**src/rtl/regfile_wb_arbiter.sv**
```systemverilog
// Write-port arbiter for the 32x32 register file: merges in-order writeback with
// buffered multiply/divide results and tracks registers awaiting an MDU result.
module regfile_wb_arbiter #(
    parameter int DEPTH        = 4,
    parameter int STARVE_LIMIT = 3
) (
    input  logic        clk,
    input  logic        rst_n,
    input  logic        wb_valid,
    input  logic [4:0]  wb_rd,
    input  logic [31:0] wb_data,
    output logic        wb_stall,
    input  logic        mc_issue_valid,
    input  logic [4:0]  mc_issue_rd,
    input  logic        mc_valid,
    output logic        mc_ready,
    input  logic [4:0]  mc_rd,
    input  logic [31:0] mc_data,
    input  logic [4:0]  rs1,
    input  logic [4:0]  rs2,
    output logic        rs1_busy,
    output logic        rs2_busy,
    output logic        rf_we,
    output logic [4:0]  rf_a3,
    output logic [31:0] rf_wd,
    output logic [31:0] busy,
    output logic        err_waw
);
    localparam int AW = $clog2(DEPTH);
    localparam int SW = $clog2(STARVE_LIMIT + 1);
    localparam logic [AW:0]   FULL_CNT  = (AW + 1)'(DEPTH);
    localparam logic [SW-1:0] STARVE_MX = SW'(STARVE_LIMIT);

    logic [4:0]    q_rd   [DEPTH];
    logic [31:0]   q_data [DEPTH];
    logic [AW-1:0] wr_ptr, rd_ptr;
    logic [AW:0]   count;
    logic [SW-1:0] starve_cnt;

    logic          fifo_empty, fifo_full, push, pop, wb_win, mc_win, issue_set;
    logic [4:0]    head_rd;
    logic [31:0]   head_data;
    logic [31:0]   busy_nxt;

    // MDU handshake: a result transfers on a cycle where mc_valid and mc_ready are
    // both high; mc_ready depends only on FIFO occupancy, never on mc_valid.
    assign fifo_empty = (count == '0);
    assign fifo_full  = (count == FULL_CNT);
    assign mc_ready   = !fifo_full;
    assign head_rd    = q_rd[rd_ptr];
    assign head_data  = q_data[rd_ptr];

    assign wb_stall  = !fifo_empty && (starve_cnt >= STARVE_MX);
    assign wb_win    = !wb_stall && wb_valid && (wb_rd != 5'd0);
    assign mc_win    = !fifo_empty && !wb_win;
    assign pop       = mc_win;
    assign push      = mc_valid && mc_ready && (mc_rd != 5'd0);
    assign issue_set = mc_issue_valid && (mc_issue_rd != 5'd0);

    assign rs1_busy = busy[rs1];
    assign rs2_busy = busy[rs2];

    // A new issue overrides the clear from a draining older result to the same rd.
    always_comb begin
        busy_nxt = busy;
        if (pop)       busy_nxt[head_rd]     = 1'b0;
        if (issue_set) busy_nxt[mc_issue_rd] = 1'b1;
        busy_nxt[0] = 1'b0;
    end

    always_ff @(posedge clk) begin
        if (push) begin
            q_rd[wr_ptr]   <= mc_rd;
            q_data[wr_ptr] <= mc_data;
        end
    end

    always_ff @(posedge clk) begin
        if (!rst_n) begin
            wr_ptr     <= '0;
            rd_ptr     <= '0;
            count      <= '0;
            starve_cnt <= '0;
            busy       <= '0;
            err_waw    <= 1'b0;
            rf_we      <= 1'b0;
            rf_a3      <= '0;
            rf_wd      <= '0;
        end else begin
            if (push) wr_ptr <= wr_ptr + 1'b1;
            if (pop)  rd_ptr <= rd_ptr + 1'b1;
            case ({push, pop})
                2'b10:   count <= count + 1'b1;
                2'b01:   count <= count - 1'b1;
                default: count <= count;
            endcase

            if (wb_stall || mc_win)
                starve_cnt <= '0;
            else if (wb_win && !fifo_empty && starve_cnt < STARVE_MX)
                starve_cnt <= starve_cnt + 1'b1;

            busy <= busy_nxt;

            if ((issue_set && busy[mc_issue_rd]) || (wb_win && busy[wb_rd]))
                err_waw <= 1'b1;

            if (wb_win) begin
                rf_we <= 1'b1;
                rf_a3 <= wb_rd;
                rf_wd <= wb_data;
            end else if (mc_win) begin
                rf_we <= 1'b1;
                rf_a3 <= head_rd;
                rf_wd <= head_data;
            end else begin
                rf_we <= 1'b0;
            end
        end
    end
endmodule
```
**config.mk**
```make
export PLATFORM = sky130hd
export DESIGN_NAME = regfile_wb_arbiter
export DESIGN_NICKNAME = d
export VERILOG_FILES = /design/src/rtl/regfile_wb_arbiter.sv
export SDC_FILE = /design/constraint.sdc
export NUM_CORES = 1
export LEC_CHECK = 0
export BUFFER_PORTS_ARGS = -buffer_cell sky130_fd_sc_hd__buf_4
export CORE_MARGIN = 1.5
export CORE_UTILIZATION = 55
export CTS_CLUSTER_DIAMETER = 150
export DETAILED_ROUTE_END_ITERATION = 8
export PLACE_DENSITY = 0.87
export SLEW_MARGIN = 5
export SYNTH_ARGS = -nofsm -noshare
export SYNTH_HDL_FRONTEND = slang
export SYNTH_SLANG_ARGS = --single-unit
```
**constraint.sdc**
```tcl
create_clock -name clk -period 3.3 [get_ports clk]
set_input_delay 0.66 -clock clk [delete_from_list [all_inputs] [get_ports clk]]
set_output_delay 0.66 -clock clk [all_outputs]
set_load 0.1 [all_outputs]
```
# Yosys cells after proc, flatten, opt, wreduce, memory -nomap -nowiden
# Memories as Yosys holds them, arrays and structs flattened. A register that Yosys moved wholly into a read port is not among the register bits.
# Cells that the tools add are included.
word_totals:
  ff_bits: 80
  ramBits: 148
  in_bits: 94
  out_inout_bits: 75
  n_memories: 2
mem_list:
  columns: ["name", "depth", "word_bits", "read_ports", "rd_clocked_by_memory_dff", "write_ports", "line", "rtl"]
  rows:
  - ["q_data", 4, 32, 1, 1, 1, "35", "logic [31:0] q_data [DEPTH];"]
  - ["q_rd", 4, 5, 1, 1, 1, "34", "logic [4:0] q_rd [DEPTH];"]
classes:
  add_sub_neg: 5
  order_cmp: 9
  n_eq_ne: 3
  mux: 27
  n_bitwise: 4
  reduce_logical: 26
op_table:
  columns: ["cell", "n"]
  rows:
  - ["2-to-1 mux 32 bit", 4]
  - ["AND 32 bit", 1]
  - ["NOT 32 bit", 1]
  - ["bitwise OR 32 bit", 1]
  - ["< comparator 5 x 6 -> 1 bit (second input constant)", 5]
  - ["binary-select mux 1 bit (select 5 bit)", 4]
  - ["nonzero test 5 bit", 3]
  - ["logical AND 1 bit", 13]
  - ["demux 1 bit (select 5 bit)", 2]
  - [">= comparator 5 x 1 -> 1 bit (second input constant)", 2]
  - ["2-to-1 mux 1 bit", 10]
  - ["2-to-1 mux 5 bit", 2]
  - ["2-to-1 mux 2 bit", 4]
  - ["adder 2 x 1 -> 2 bit (second input constant)", 3]
  - ["case mux 3 bit (2 select lines)", 1]
  - ["logical NOT 1 bit", 4]
  - ["nonzero test 2 bit", 2]
  - ["adder 3 x 1 -> 3 bit (second input constant)", 1]
  - ["== test 3 bit (second input constant)", 1]
  - ["logical NOT 3 bit", 1]
  - ["subtractor 3 x 1 -> 3 bit (second input constant)", 1]
  - ["== test 2 x 1 -> 1 bit (second input constant)", 1]
  - ["== test 2 bit (second input constant)", 1]
  - [">= comparator 2 bit (second input constant)", 1]
  - ["4 further kinds", 5]

# Logic depth before layout (Yosys ltp)
logic_depth:
  depth_word: 11
  ltp_mapped: 10

# Worst setup path after synthesis
# No wires, ideal clock.
synth_path:
  path_type: "input to output"
  startpoint: "input port rs1[0]"
  endpoint: "output port rs1_busy"
  arrival_time_ns: 2.538
  setup_slack_ns: 0.102
  stages: 4
  path_buffers: 1
  path_cell_list: "clkbuf_1 -> mux4_2 -> mux4_2 -> mux2_2"
synth_between:
  elab_chain_len: 2
synth_lines:
  columns: ["item", "line", "rtl"]
  rows:
  - ["start: declaration", "19", "input logic [4:0] rs1,"]
  - ["binary-select mux 1 bit (select 5 bit)", "60", "assign rs1_busy = busy[rs1];"]
  - ["2-to-1 mux 1 bit (not written as such)", "60", null]
  - ["end: declaration", "21", "output logic rs1_busy,"]
# No other way between the ends. The select of a mux whose other input is x is not followed.

# Worst setup path after layout
layout_path:
  startpoint: "register busy[12]"
  endpoint: "output port rs1_busy"
layout_between:
  elab_chain_len: 2
layout_lines:
  columns: ["item", "line", "rtl"]
  rows:
  - ["start: declaration", "26", "output logic [31:0] busy,"]
  - ["start signal: assignment", "103", "busy <= busy_nxt;"]
  - ["binary-select mux 1 bit (select 5 bit)", "60", null]
  - ["2-to-1 mux 1 bit (not written as such)", "60", null]
# No other way between the ends. The select of a mux whose other input is x is not followed.

==> results.toml <==
[timing]
skew_ns = 0.0125
hold_violations = 0
tightest_slew_ns = 1.04
tns_ns = 0
post-route-period-util_pct = 92.5
min_period_ns = 3.05
relSlewSlack_pct = 30.8
fin_ws_ns = 0.246
rsz0062_at_grt = "no"
fmax_mhz = 327
maxSlewViolCount = 0
setup_viol = 0

[logic_synthesis]
avgSynthCellArea_um2 = 15.2
ys_ff_latch = 229
synth-async-reset-ratio_pct = 0
synth_cells = 663
synthesis.area_mm2 = 0.0101
ys_seq_area_share_pct = 60.1
ys.flop_type = "edfxtp_1"
synth_nets = 764
synth-edff-count = 148
yosysUniqueCellTypes = 54
ys_warn_count = 0

[cells_and_area]
area_growth_pct = 21.9
num_antenna_cells = 0
drive_gt1_share_pct = 36.8
fin_nets = 921

[clock_network]
clock_latency_ns = 0.51
cts_made_buffers = 24
cts_max_level = 1
clk_pin_slew_ns = 0.06
cts_root_buf = "clkbuf_16"
cts_tree = "done"
clk_path_buf_depth = 3
post_cts_buffers = 0
cts_hold_buf = 0
ctsResizeCount = 0
cts.sinks = 229

[grt]
antenna_found_initial = 0
track_usage_pct = 25.2
grt_pass1_vias = 6763
grt-ovfl-total = 0
grt_pass1_wl_mm = 38.1
grt_max_degree = 66

[detailed_routing]
drtIter0Drc = 513
routed_wl_mm = 24.3
vias = 6708
first_pass_iters = 5
ant_nets = 0
drc = 0
vias_per_cell = 6.29
post_drt_wl_per_cell_um = 22.7

[critical_path]
cp-end-kind = "primary output"
crit_top_cell = "mux4_2"
worstPathRequired_ns = 2.64
arrival_ns = 2.39
crit_slowest_cell = "mux4_2"
cpPeakStageDelay_ns = 0.48
criticalPathCategory = "reg -> out"
critPathMaxFanout = 6
crit_chain = "mux4_2 -> mux4_2 -> mux2_2 -> buf_4"
crit_path_start_kind = "flop"

[placed_design]
dp_hpwl_mm = 15.3
place_congestion = 0.872
numPortBuffers = 167
pre_cts_slack_ns = 0.203

[floorplanning]
coreArea_mm2 = 0.0180
start_util_pct = 56.2
io-pin-count = 169
fp.dieW_um = 138
rows = 49
dieArea_mm2 = 0.0192
fp.dieH_um = 138

[worst_hold_path]
min_path_type = "in -> reg"

[pwr]
total_leakage_power_nw = 4.85
ir_drop_mv = 0.600
total_power_mw = 9.50
power_density_mw_per_mm2 = 772

[run_status]
run_status = "completed"

[run]
max_cap_viol_count = 0
==> Yosys cell counts, drive strengths merged (14+ instances only) <==
master / count / share of area (%)
inv: 14 / 0.52
edfxtp: 148 / 44
buf: 17 / 0.92
o211ai: 26 / 2.3
dfxtp: 81 / 16
o21ai: 28 / 1.4
o211a: 34 / 3.4
mux2i: 39 / 3.9
clkbuf: 29 / 1.1
nand2: 57 / 2.1
mux4: 67 / 15
==> state kept, by name, indices dropped and copies added (netlist names), named ones only <==
signal,flops
rf_wd,32
q_rd,20
wr_ptr,2
err_waw,1
rf_we,1
busy,31
rf_a3,5
rd_ptr,2
count,3
q_data,128
starve_cnt,2
==> cell type report <==
class | count | area (um^2)
Inverter | 14 | 52.6
Fill cell | 1200 | 5660
Sequential cell | 229 | 6070
Clock inverter | 11 | 90.1
Clock buffer | 33 | 686
Timing Repair Buffer | 177 | 1340
Tap cell | 229 | 287
Multi-Input combinational cell | 374 | 3780
==> cell usage in the layout (no fill, tap or decap), types with 18 or more instances in the layout <==
cell,count
dfxtp_1,79
edfxtp_1,148
o21ai_0,20
mux2i_1,39
o211a_1,33
buf_4,176
nand2_1,56
o211ai_1,18
mux4_2,66
clkbuf_16,25
==> power by group <==
part           switching (mW)  leakage, nW  internal, mW
Combinational            2.19         2.45          1.02
Clock                    1.09        0.383          1.54
Sequential              0.209         2.02          3.45
==> per-layer routing <==
layer	share of wire [%]	GRT usage, %	vias to the layer above	wire length, um
li1	-	-	2940	-
met4	2.1	7.04	0	510
met5	0	0	-	0
met2	48	40.8	374	11700
met1	40	34.4	3338	9670
met3	9.7	6.23	56	2340
==> worst max-delay path: cells and delay by family, from the launching register on <==
kind	cells	cell delay (ns)
buffers and inverters	1	0.23
flip-flops	1	0.42
multiplexers	3	1.23
==> kinds of logic after synthesis <==
group | count (synthesis) | synth area share [%]
AND/OR/NAND/NOR | 129 | 6.50
flip-flops | 229 | 60.1
adder cells (fa/ha/maj) | 7 | 0.942
buffers and inverters | 60 | 2.53
AO/OA/AOI/OAI | 117 | 9.60
XOR/XNOR | 6 | 0.521
multiplexers | 114 | 19.8
other | 1 | 0.0372
==> per-stage QoR <==
stage	std cells	cell area [um^2]	util, %	hold WS (ns)
2_1_floorplan	663	10100	-	0.445
3_3_place_gp	1023	11500	64.2	0.457
3_5_place_dp	1023	11500	64.2	0.480
4_1_cts	1067	12300	68.5	0.335
5_1_grt	1067	12300	68.5	0.339
6_report	1067	12300	68.5	0.347
==> worst paths after layout <==
path | startpoint | to | slack [ns] | depth (start not counted)
hold reg to reg | err_waw$_SDFFE_PN0P_ | err_waw$_SDFFE_PN0P_ | 0.49 | 1
setup / recovery | busy[12]$_SDFF_PN0_ | rs1_busy | 0.25 | 4
hold / removal | mc_data[13] | q_data[3][13]$_DFFE_PP_ | 0.35 | 1
setup reg to reg | starve_cnt[0]$_SDFFE_PP0P_ | count[2]$_SDFFE_PN0P_ | 0.84 | 10
(Power assumes the default switching activity.)
